## config.mk

```make
export PLATFORM = sky130hd
export DESIGN_NAME = mvm_uart_bridge
export DESIGN_NICKNAME = d
export VERILOG_FILES = /design/src/rtl/mvm_uart_bridge.sv
export SDC_FILE = /design/constraint.sdc
export NUM_CORES = 2
export LEC_CHECK = 0
export ABC_AREA = 1
export CORE_ASPECT_RATIO = 0.9
export CORE_MARGIN = 5
export CORE_UTILIZATION = 40
export CTS_BUF_LIST = sky130_fd_sc_hd__clkbuf_4 sky130_fd_sc_hd__clkbuf_8
export CTS_CLUSTER_DIAMETER = 80
export DETAILED_ROUTE_END_ITERATION = 8
export PLACE_DENSITY = 0.66
export SETUP_SLACK_MARGIN = 0.15
export SLEW_MARGIN = 20
export SYNTH_ARGS = -nofsm -noshare
export SYNTH_HDL_FRONTEND = slang
export SYNTH_SLANG_ARGS = --single-unit
```

## constraint.sdc

```tcl
create_clock -name clk -period 2.5 [get_ports clk]
set_clock_uncertainty 0.2 [all_clocks]
set_input_delay 0.625 -clock clk [delete_from_list [all_inputs] [get_ports clk]]
set_output_delay 0.625 -clock clk [all_outputs]
set_load 0.01 [all_outputs]
```

## src/rtl/mvm_uart_bridge.sv

```systemverilog
// rtl/mvm_uart_bridge.sv - framed, checksummed UART byte link to MVM accelerator kx/y streams
module mvm_uart_bridge #(
   parameter int         W_IN    = 576,
   parameter int         R       = 8,
   parameter int         W_Y     = 19,
   parameter int         W_Y_OUT = 32,
   parameter bit         SIGNED  = 1'b1,
   parameter logic [7:0] SYNC    = 8'hA5,
   parameter int         TIMEOUT = 65535
) (
   input  logic                 clk,
   input  logic                 rst,
   input  logic                 s_byte_tvalid,
   output logic                 s_byte_tready,
   input  logic [7:0]           s_byte_tdata,
   output logic                 m_kx_tvalid,
   input  logic                 m_kx_tready,
   output logic [W_IN-1:0]      m_kx_tdata,
   input  logic                 s_y_tvalid,
   output logic                 s_y_tready,
   input  logic [R*W_Y-1:0]     s_y_tdata,
   output logic                 m_byte_tvalid,
   input  logic                 m_byte_tready,
   output logic [7:0]           m_byte_tdata,
   output logic                 frame_err,
   output logic [15:0]          err_count
);

   localparam int N_IN  = W_IN / 8;
   localparam int N_OUT = R * W_Y_OUT / 8;
   localparam int IXW   = (N_IN  > 1) ? $clog2(N_IN)  : 1;
   localparam int OXW   = (N_OUT > 1) ? $clog2(N_OUT) : 1;
   localparam int TW    = (TIMEOUT > 0) ? $clog2(TIMEOUT + 1) : 1;

   typedef enum logic [1:0] {RX_HUNT, RX_PAYLOAD, RX_CHECK, RX_ISSUE} rx_state_t;
   typedef enum logic [1:0] {TX_IDLE, TX_SYNC, TX_DATA, TX_CSUM} tx_state_t;

   rx_state_t            rx_state;
   logic [IXW-1:0]       rx_idx;
   logic [7:0]           rx_csum;
   logic [TW-1:0]        idle_cnt;
   logic [W_IN-1:0]      kx_data;
   logic                 rx_acc;
   logic                 timeout_hit;
   logic [15:0]          err_inc;

   tx_state_t            tx_state;
   logic [N_OUT*8-1:0]   tx_buf;
   logic [N_OUT*8-1:0]   y_ext;
   logic [OXW-1:0]       tx_idx;
   logic [7:0]           tx_csum;
   logic [7:0]           tx_byte;

   // Handshake qualifiers are forced low while reset is asserted.
   assign s_byte_tready = !rst && (rx_state != RX_ISSUE);
   assign m_kx_tvalid   = !rst && (rx_state == RX_ISSUE);
   assign m_kx_tdata    = kx_data;
   assign s_y_tready    = !rst && (tx_state == TX_IDLE);
   assign m_byte_tvalid = !rst && (tx_state != TX_IDLE);
   assign m_byte_tdata  = tx_byte;

   assign rx_acc      = s_byte_tvalid && s_byte_tready;
   assign timeout_hit = (TIMEOUT != 0) && (idle_cnt == TW'(TIMEOUT));
   assign err_inc     = (err_count == 16'hFFFF) ? err_count : err_count + 16'd1;

   // Extend every result lane to W_Y_OUT bits, replicating the lane MSB when signed.
   always_comb begin
      y_ext = '0;
      for (int r = 0; r < R; r++) begin
         for (int b = 0; b < W_Y_OUT; b++) begin
            if (b < W_Y || SIGNED)
               y_ext[r*W_Y_OUT + b] = s_y_tdata[r*W_Y + ((b < W_Y) ? b : W_Y - 1)];
         end
      end
   end

   // RX framing: hunt for sync, collect payload, verify XOR checksum, issue word.
   always_ff @(posedge clk) begin
      if (rst) begin
         rx_state  <= RX_HUNT;
         rx_idx    <= '0;
         rx_csum   <= '0;
         idle_cnt  <= '0;
         kx_data   <= '0;
         frame_err <= 1'b0;
         err_count <= '0;
      end else begin
         frame_err <= 1'b0;
         case (rx_state)
            RX_HUNT: begin
               if (rx_acc && s_byte_tdata == SYNC) begin
                  rx_state <= RX_PAYLOAD;
                  rx_idx   <= '0;
                  rx_csum  <= '0;
                  idle_cnt <= '0;
               end
            end
            RX_PAYLOAD: begin
               if (rx_acc) begin
                  for (int k = 0; k < N_IN; k++) begin
                     if (rx_idx == IXW'(k))
                        kx_data[8*k +: 8] <= s_byte_tdata;
                  end
                  rx_csum  <= rx_csum ^ s_byte_tdata;
                  idle_cnt <= '0;
                  if (rx_idx == IXW'(N_IN - 1))
                     rx_state <= RX_CHECK;
                  else
                     rx_idx <= rx_idx + 1'b1;
               end else if (timeout_hit) begin
                  rx_state  <= RX_HUNT;
                  frame_err <= 1'b1;
                  err_count <= err_inc;
               end else begin
                  idle_cnt <= idle_cnt + 1'b1;
               end
            end
            RX_CHECK: begin
               if (rx_acc) begin
                  idle_cnt <= '0;
                  if (s_byte_tdata == rx_csum) begin
                     rx_state <= RX_ISSUE;
                  end else begin
                     rx_state  <= RX_HUNT;
                     frame_err <= 1'b1;
                     err_count <= err_inc;
                  end
               end else if (timeout_hit) begin
                  rx_state  <= RX_HUNT;
                  frame_err <= 1'b1;
                  err_count <= err_inc;
               end else begin
                  idle_cnt <= idle_cnt + 1'b1;
               end
            end
            RX_ISSUE: begin
               if (m_kx_tready)
                  rx_state <= RX_HUNT;
            end
            default: rx_state <= RX_HUNT;
         endcase
      end
   end

   // TX framing: latch extended lanes, then emit sync, data bytes and XOR checksum.
   always_ff @(posedge clk) begin
      if (rst) begin
         tx_state <= TX_IDLE;
         tx_buf   <= '0;
         tx_idx   <= '0;
         tx_csum  <= '0;
         tx_byte  <= '0;
      end else begin
         case (tx_state)
            TX_IDLE: begin
               if (s_y_tvalid) begin
                  tx_buf   <= y_ext;
                  tx_byte  <= SYNC;
                  tx_state <= TX_SYNC;
               end
            end
            TX_SYNC: begin
               if (m_byte_tready) begin
                  tx_byte  <= tx_buf[7:0];
                  tx_buf   <= tx_buf >> 8;
                  tx_idx   <= '0;
                  tx_csum  <= '0;
                  tx_state <= TX_DATA;
               end
            end
            TX_DATA: begin
               if (m_byte_tready) begin
                  tx_csum <= tx_csum ^ tx_byte;
                  if (tx_idx == OXW'(N_OUT - 1)) begin
                     tx_byte  <= tx_csum ^ tx_byte;
                     tx_state <= TX_CSUM;
                  end else begin
                     tx_byte <= tx_buf[7:0];
                     tx_buf  <= tx_buf >> 8;
                     tx_idx  <= tx_idx + 1'b1;
                  end
               end
            end
            TX_CSUM: begin
               if (m_byte_tready) begin
                  tx_byte  <= '0;
                  tx_state <= TX_IDLE;
               end
            end
            default: tx_state <= TX_IDLE;
         endcase
      end
   end

endmodule

```

# After elaboration in Yosys (flattened, before gate mapping)
# Cells that the tools add are included.
[classes]
addsub = 4
n_eq_ne = 97
n_mux = 53
bitwise = 2
n_reduce_logical = 99
[ops]
columns = ["operator", "count"]
rows = [
  ["$mux W256", 4],
  ["$pmux W256 S3", 1],
  ["$reduce_and A3 Y1", 77],
  ["$eq A7 B6 Y1 const B", 32],
  ["$mux W16", 8],
  ["$eq A7 B5 Y1 const B", 16],
  ["$mux W8", 8],
  ["$pmux W16 S2", 2],
  ["$eq A7 B4 Y1 const B", 8],
  ["$eq A7 B7 Y1 const B", 8],
  ["$add A16 B1 Y16 const B", 2],
  ["$eq A16 B16 Y1 const B", 2],
  ["$pmux W8 S2", 2],
  ["$pmux W8 S4", 1],
  ["$eq A7 B3 Y1 const B", 4],
  ["$mux W2", 12],
  ["$ne A2 B2 Y1 const B", 12],
  ["$mux W7", 3],
  ["$pmux W2 S4", 2],
  ["$xor A8 B8 Y8", 2],
  ["$mux W5", 3],
  ["$eq A7 B2 Y1 const B", 2],
  ["$pmux W7 S2", 1],
  ["$reduce_and A4 Y1", 3],
  ["other kinds (20)", 40],
]
[word_totals]
register_bits = 905
input_bits = 166
output_inout_bits = 605
word_cells = 338

# Depth between registers and ports, before layout
[depth]
ltp_word = 6
ltp_mapped = 13
depth_no_buf = 13

# Worst setup path before layout
# Ideal clock, no wire load.
[synth_timing]
path_kind = "input port to output port"
start = "in rst"
end = "out m_kx_tvalid"
t_arrival_ns = 1.552
required_ns = 1.675
slack_ns = 0.123
stages = 4
path_buffers = 3
path_cell_list = "clkbuf_1 > clkbuf_1 > buf_1 > nor2_1"
[synth_between]
elab_chain_cells = 2
[synth_lines]
columns = ["element", "line_no", "rtl"]
rows = [
  ["from (decl)", "12", "input logic rst,"],
  ["$logic_not A1 Y1", "56", "assign m_kx_tvalid = !rst && (rx_state == RX_ISSUE);"],
  ["$logic_and A1 B1 Y1", "56", ""],
  ["to (decl)", "16", "output logic m_kx_tvalid,"],
]
# Every way passes these cells.

# Worst setup path after layout
[layout_timing]
start = "reg rx_state[0]"
end = "out m_kx_tvalid"
[layout_between]
elab_chain_cells = 2
[layout_lines]
columns = ["element", "line_no", "rtl"]
rows = [
  ["from (decl)", "38", "rx_state_t rx_state;"],
  ["from (signal assigned)", "80", "rx_state <= RX_HUNT;"],
  ["from (signal assigned)", "92", "rx_state <= RX_PAYLOAD;"],
  ["from (signal assigned)", "107", "rx_state <= RX_CHECK;"],
  ["$eq A2 B2 Y1", "56", ""],
  ["$logic_and A1 B1 Y1", "56", ""],
]
# Every way passes these cells.

==> impl_metrics.json <==
{
  "place_congestion": 0.846,
  "hold_depth": 3,
  "worst_pin_slew_ps": 931,
  "drt_wl_total_mm": 125,
  "r2r-start": "rx_state[0]",
  "ant_nets": 0,
  "power_mw": 39.3,
  "rsz0062_at_grt": "yes",
  "max_freq_ghz": 0.407,
  "path_max_fanout": 3,
  "ys_ff_latch": 893,
  "first_iter_violations": 2766,
  "worstHoldStart": "s_y_tdata[89]",
  "cellLeakagePower_nw": 19.6,
  "synthTopCellsByArea": "dfxtp_1 (54%), o21ai_0 (11%), a21oi_1 (7.6%)",
  "final_cell_mix": "dfxtp_1 (873), o21ai_0 (619), nand2_1 (531)",
  "nets": 4899,
  "status": "complete, no violations",
  "htree_levels": 4,
  "via_count": 31400,
  "clock_sinks": 893,
  "seqPwrFrac_pct": 44.7,
  "async_reset_ff_share_pct": 0,
  "synth_area_mm2": 0.0332,
  "final_max_slew_viol_count": 0,
  "yosysTopAreaCell": "dfxtp_1",
  "numCtsBuffers": 147,
  "ios": 771,
  "p_switching_mw": 12.5,
  "cp-start-kind": "flop",
  "cts_max_path_buffers": 3,
  "p_int_mw": 26.8,
  "power_density_mw_per_mm2": 825,
  "syn2layout_area_growth_pct": 43.8,
  "grt_pass1_vias": 28400,
  "antenna_found_initial": 10,
  "clk-insertion-delay-late_ps": 800,
  "track_usage_pct": 25.7,
  "wl_per_cell_um": 21.2,
  "synth_edf_count": 0,
  "required_ps": 1670,
  "fin_crit_sh_pct": 98.3,
  "hold_viol": 0,
  "clock_power_share_pct": 33.9,
  "initial_core_util_pct": 40.2,
  "netlist.area_leader.share_pct": 53.9,
  "cp.arrival_ps": 1630,
  "rows": 100,
  "place_ws_ps": -283,
  "drive_gt1_share_pct": 18.1,
  "cts_hold_buf": 0,
  "grt_util_met2_pct": 41.9,
  "r2r_slack_ps": 50,
  "rr_worst_depth": 14,
  "grt_use_met1_pct": 32.4,
  "synthFlopType": "dfxtp_1",
  "core-area_mm2": 0.0825,
  "grt_first_pass_wirelength_mm": 179,
  "dr.pass1.iters": 5,
  "yosys_warnings": 0,
  "max_slew_margin_pct": 37.9,
  "cp-end-kind": "primary output",
  "synth_area_per_cell_um2": 8.53,
  "viasPerCell": 5.32,
  "cts_tree": "built",
  "synthesis.nets": 4071,
  "grtUsageMet3_pct": 6.68,
  "crit_type": "flop to primary output",
  "final_common_cell": "dfxtp_1",
  "reg2reg_to": "m_kx_tdata[438]",
  "drc": 0,
  "grt_overflow": 0,
  "whs_endpoint": "tx_buf[141]",
  "path_clk_slew_ps": 60,
  "port_buffers": 770,
  "synth-seq-area-share_pct": 53.9,
  "die-area_mm2": 0.0888,
  "top_usage_layer": "met2",
  "vdd_drop_max_mv": 0.778,
  "die_w_um": 313,
  "fin_ws_ps": 41.9,
  "synth_cells": 3888,
  "dp_hpwl_mm": 83.9,
  "pwr-share-comb_pct": 21.5,
  "layout_min_cycle_time_ps": 2460,
  "finalSetupViolCount": 0,
  "synth_cell_types": 42,
  "maxCapViolCount": 0,
  "clockRootBuffer": "clkbuf_8",
  "cp-startpoint": "rx_state[0]",
  "p_sw_share_pct": 31.8,
  "hold_class": "input pin to flop",
  "die_h_um": 283,
  "grt_max_degree": 152
}
[per-stage QoR]
step | util, % | instance area [um^2] | TNS, ps | std cells | hold slack, ps
3_5_place_dp | 52.7 | 43500 | -88480 | 5581 | 258
4_1_cts | 56.1 | 46200 | -139 | 5845 | 94.2
2_1_floorplan | - | 33200 | 0 | 3888 | 237
5_1_grt | 57.8 | 47700 | -1050 | 5896 | 143
6_report | 57.8 | 47700 | 0 | 5898 | 183
3_3_place_gp | 52.7 | 43500 | -77230 | 5581 | 253
[cell type report]
type / count / area, um^2
timing repair buffer: 1019 / 10900
clock buffer: 232 / 2850
multi-input combinational: 2559 / 14000
inverter: 95 / 415
fill: 7466 / 34800
tap: 1071 / 1340
sequential: 893 / 17900
antenna: 5 / 12.5
timing repair inverter: 1 / 20.0
clock inverter: 23 / 216
[cell families (layout without fill, tap and decap cells)]
logic type | count (synthesis) | in the layout | synth area share [%]
other | 0 | 5 | 0
adder cells (fa/ha/maj) | 17 | 17 | 0.642
buffers and inverters | 437 | 1370 | 5.84
XOR/XNOR | 11 | 11 | 0.291
flip-flops | 893 | 893 | 53.9
AO/OA/AOI/OAI | 1615 | 1615 | 26.4
AND/OR/NAND/NOR | 915 | 916 | 12.9
[how the worst max path moves through the flow]
stage | to | cells past startpoint
6_report | m_kx_tvalid | 4
5_1_grt | m_kx_tdata[16] | 14
4_1_cts | m_kx_tvalid | 4
3_5_place_dp | m_kx_tdata[477] | 9
3_3_place_gp | m_kx_tdata[93] | 9
2_1_floorplan | m_kx_tvalid | 4
[power by group through the flow]
| stage | Clock (mW) | Sequential (mW) | Combinational (mW) |
|---|---|---|---|
| final | 13.3 | 17.6 | 8.44 |
| after global routing | 14.2 | 17.8 | 9.30 |
| after CTS | 13.6 | 17.5 | 7.93 |
| after detailed placement | 0 | 17.8 | 7.86 |
| after global placement | 0 | 17.7 | 7.77 |
| after floorplan | 0 | 17.5 | 5.18 |
[worst max-delay path, stage by stage, from the launching register on]
cell and delay (ps):
dfxtp_4 360, ha_4 170, inv_2 50, nor2_1 90, buf_4 150
[per-layer routing]
layer	vias to the layer above	part of all wire, %
met2	1086	47
met4	2	4.0
met5	-	0.010
met3	228	7.2
met1	14800	42
li1	15300	-
[registers in the layout, summed over array words and instances, names as in the netlist]
signal and cells:
m_kx_tdata 576, tx_buf 244, err_count 16, idle_cnt 16
m_byte_tdata 8, rx_csum 8, tx_csum 8, rx_idx 7
tx_idx 5, rx_state 2, tx_state 2, frame_err 1
[synthesized netlist by cell type, types with 3 or more instances]
library cell and count:
nor3b_1 5, xnor2_1 4, a31oi_1 243, nand4_4 3, a21oi_1 502, xor2_1 7
buf_4 56, nand3_1 27, inv_2 8, nand4_2 4, buf_2 22, nor3_1 19
o21ai_2 4, nor2_2 18, o21ai_0 729, nor2_4 57, nand3_4 7, ha_1 17
inv_1 83, nor2_1 224, nand4_1 7, buf_6 5, a211oi_1 130, clkbuf_1 256
dfxtp_1 893, a221oi_1 5, nand2_1 531
[repair_timing]
action / 4_1_cts / 5_1_grt
cloned: 1 / 16
pin swaps: 8 / 76
buffers inserted: 8 / 32
endpoints found under the setup margin: 731 / 466
resized for setup: 1027 / 276
endpoints found under the hold margin: 0 / 0
Power figures use the tool's default switching activity.
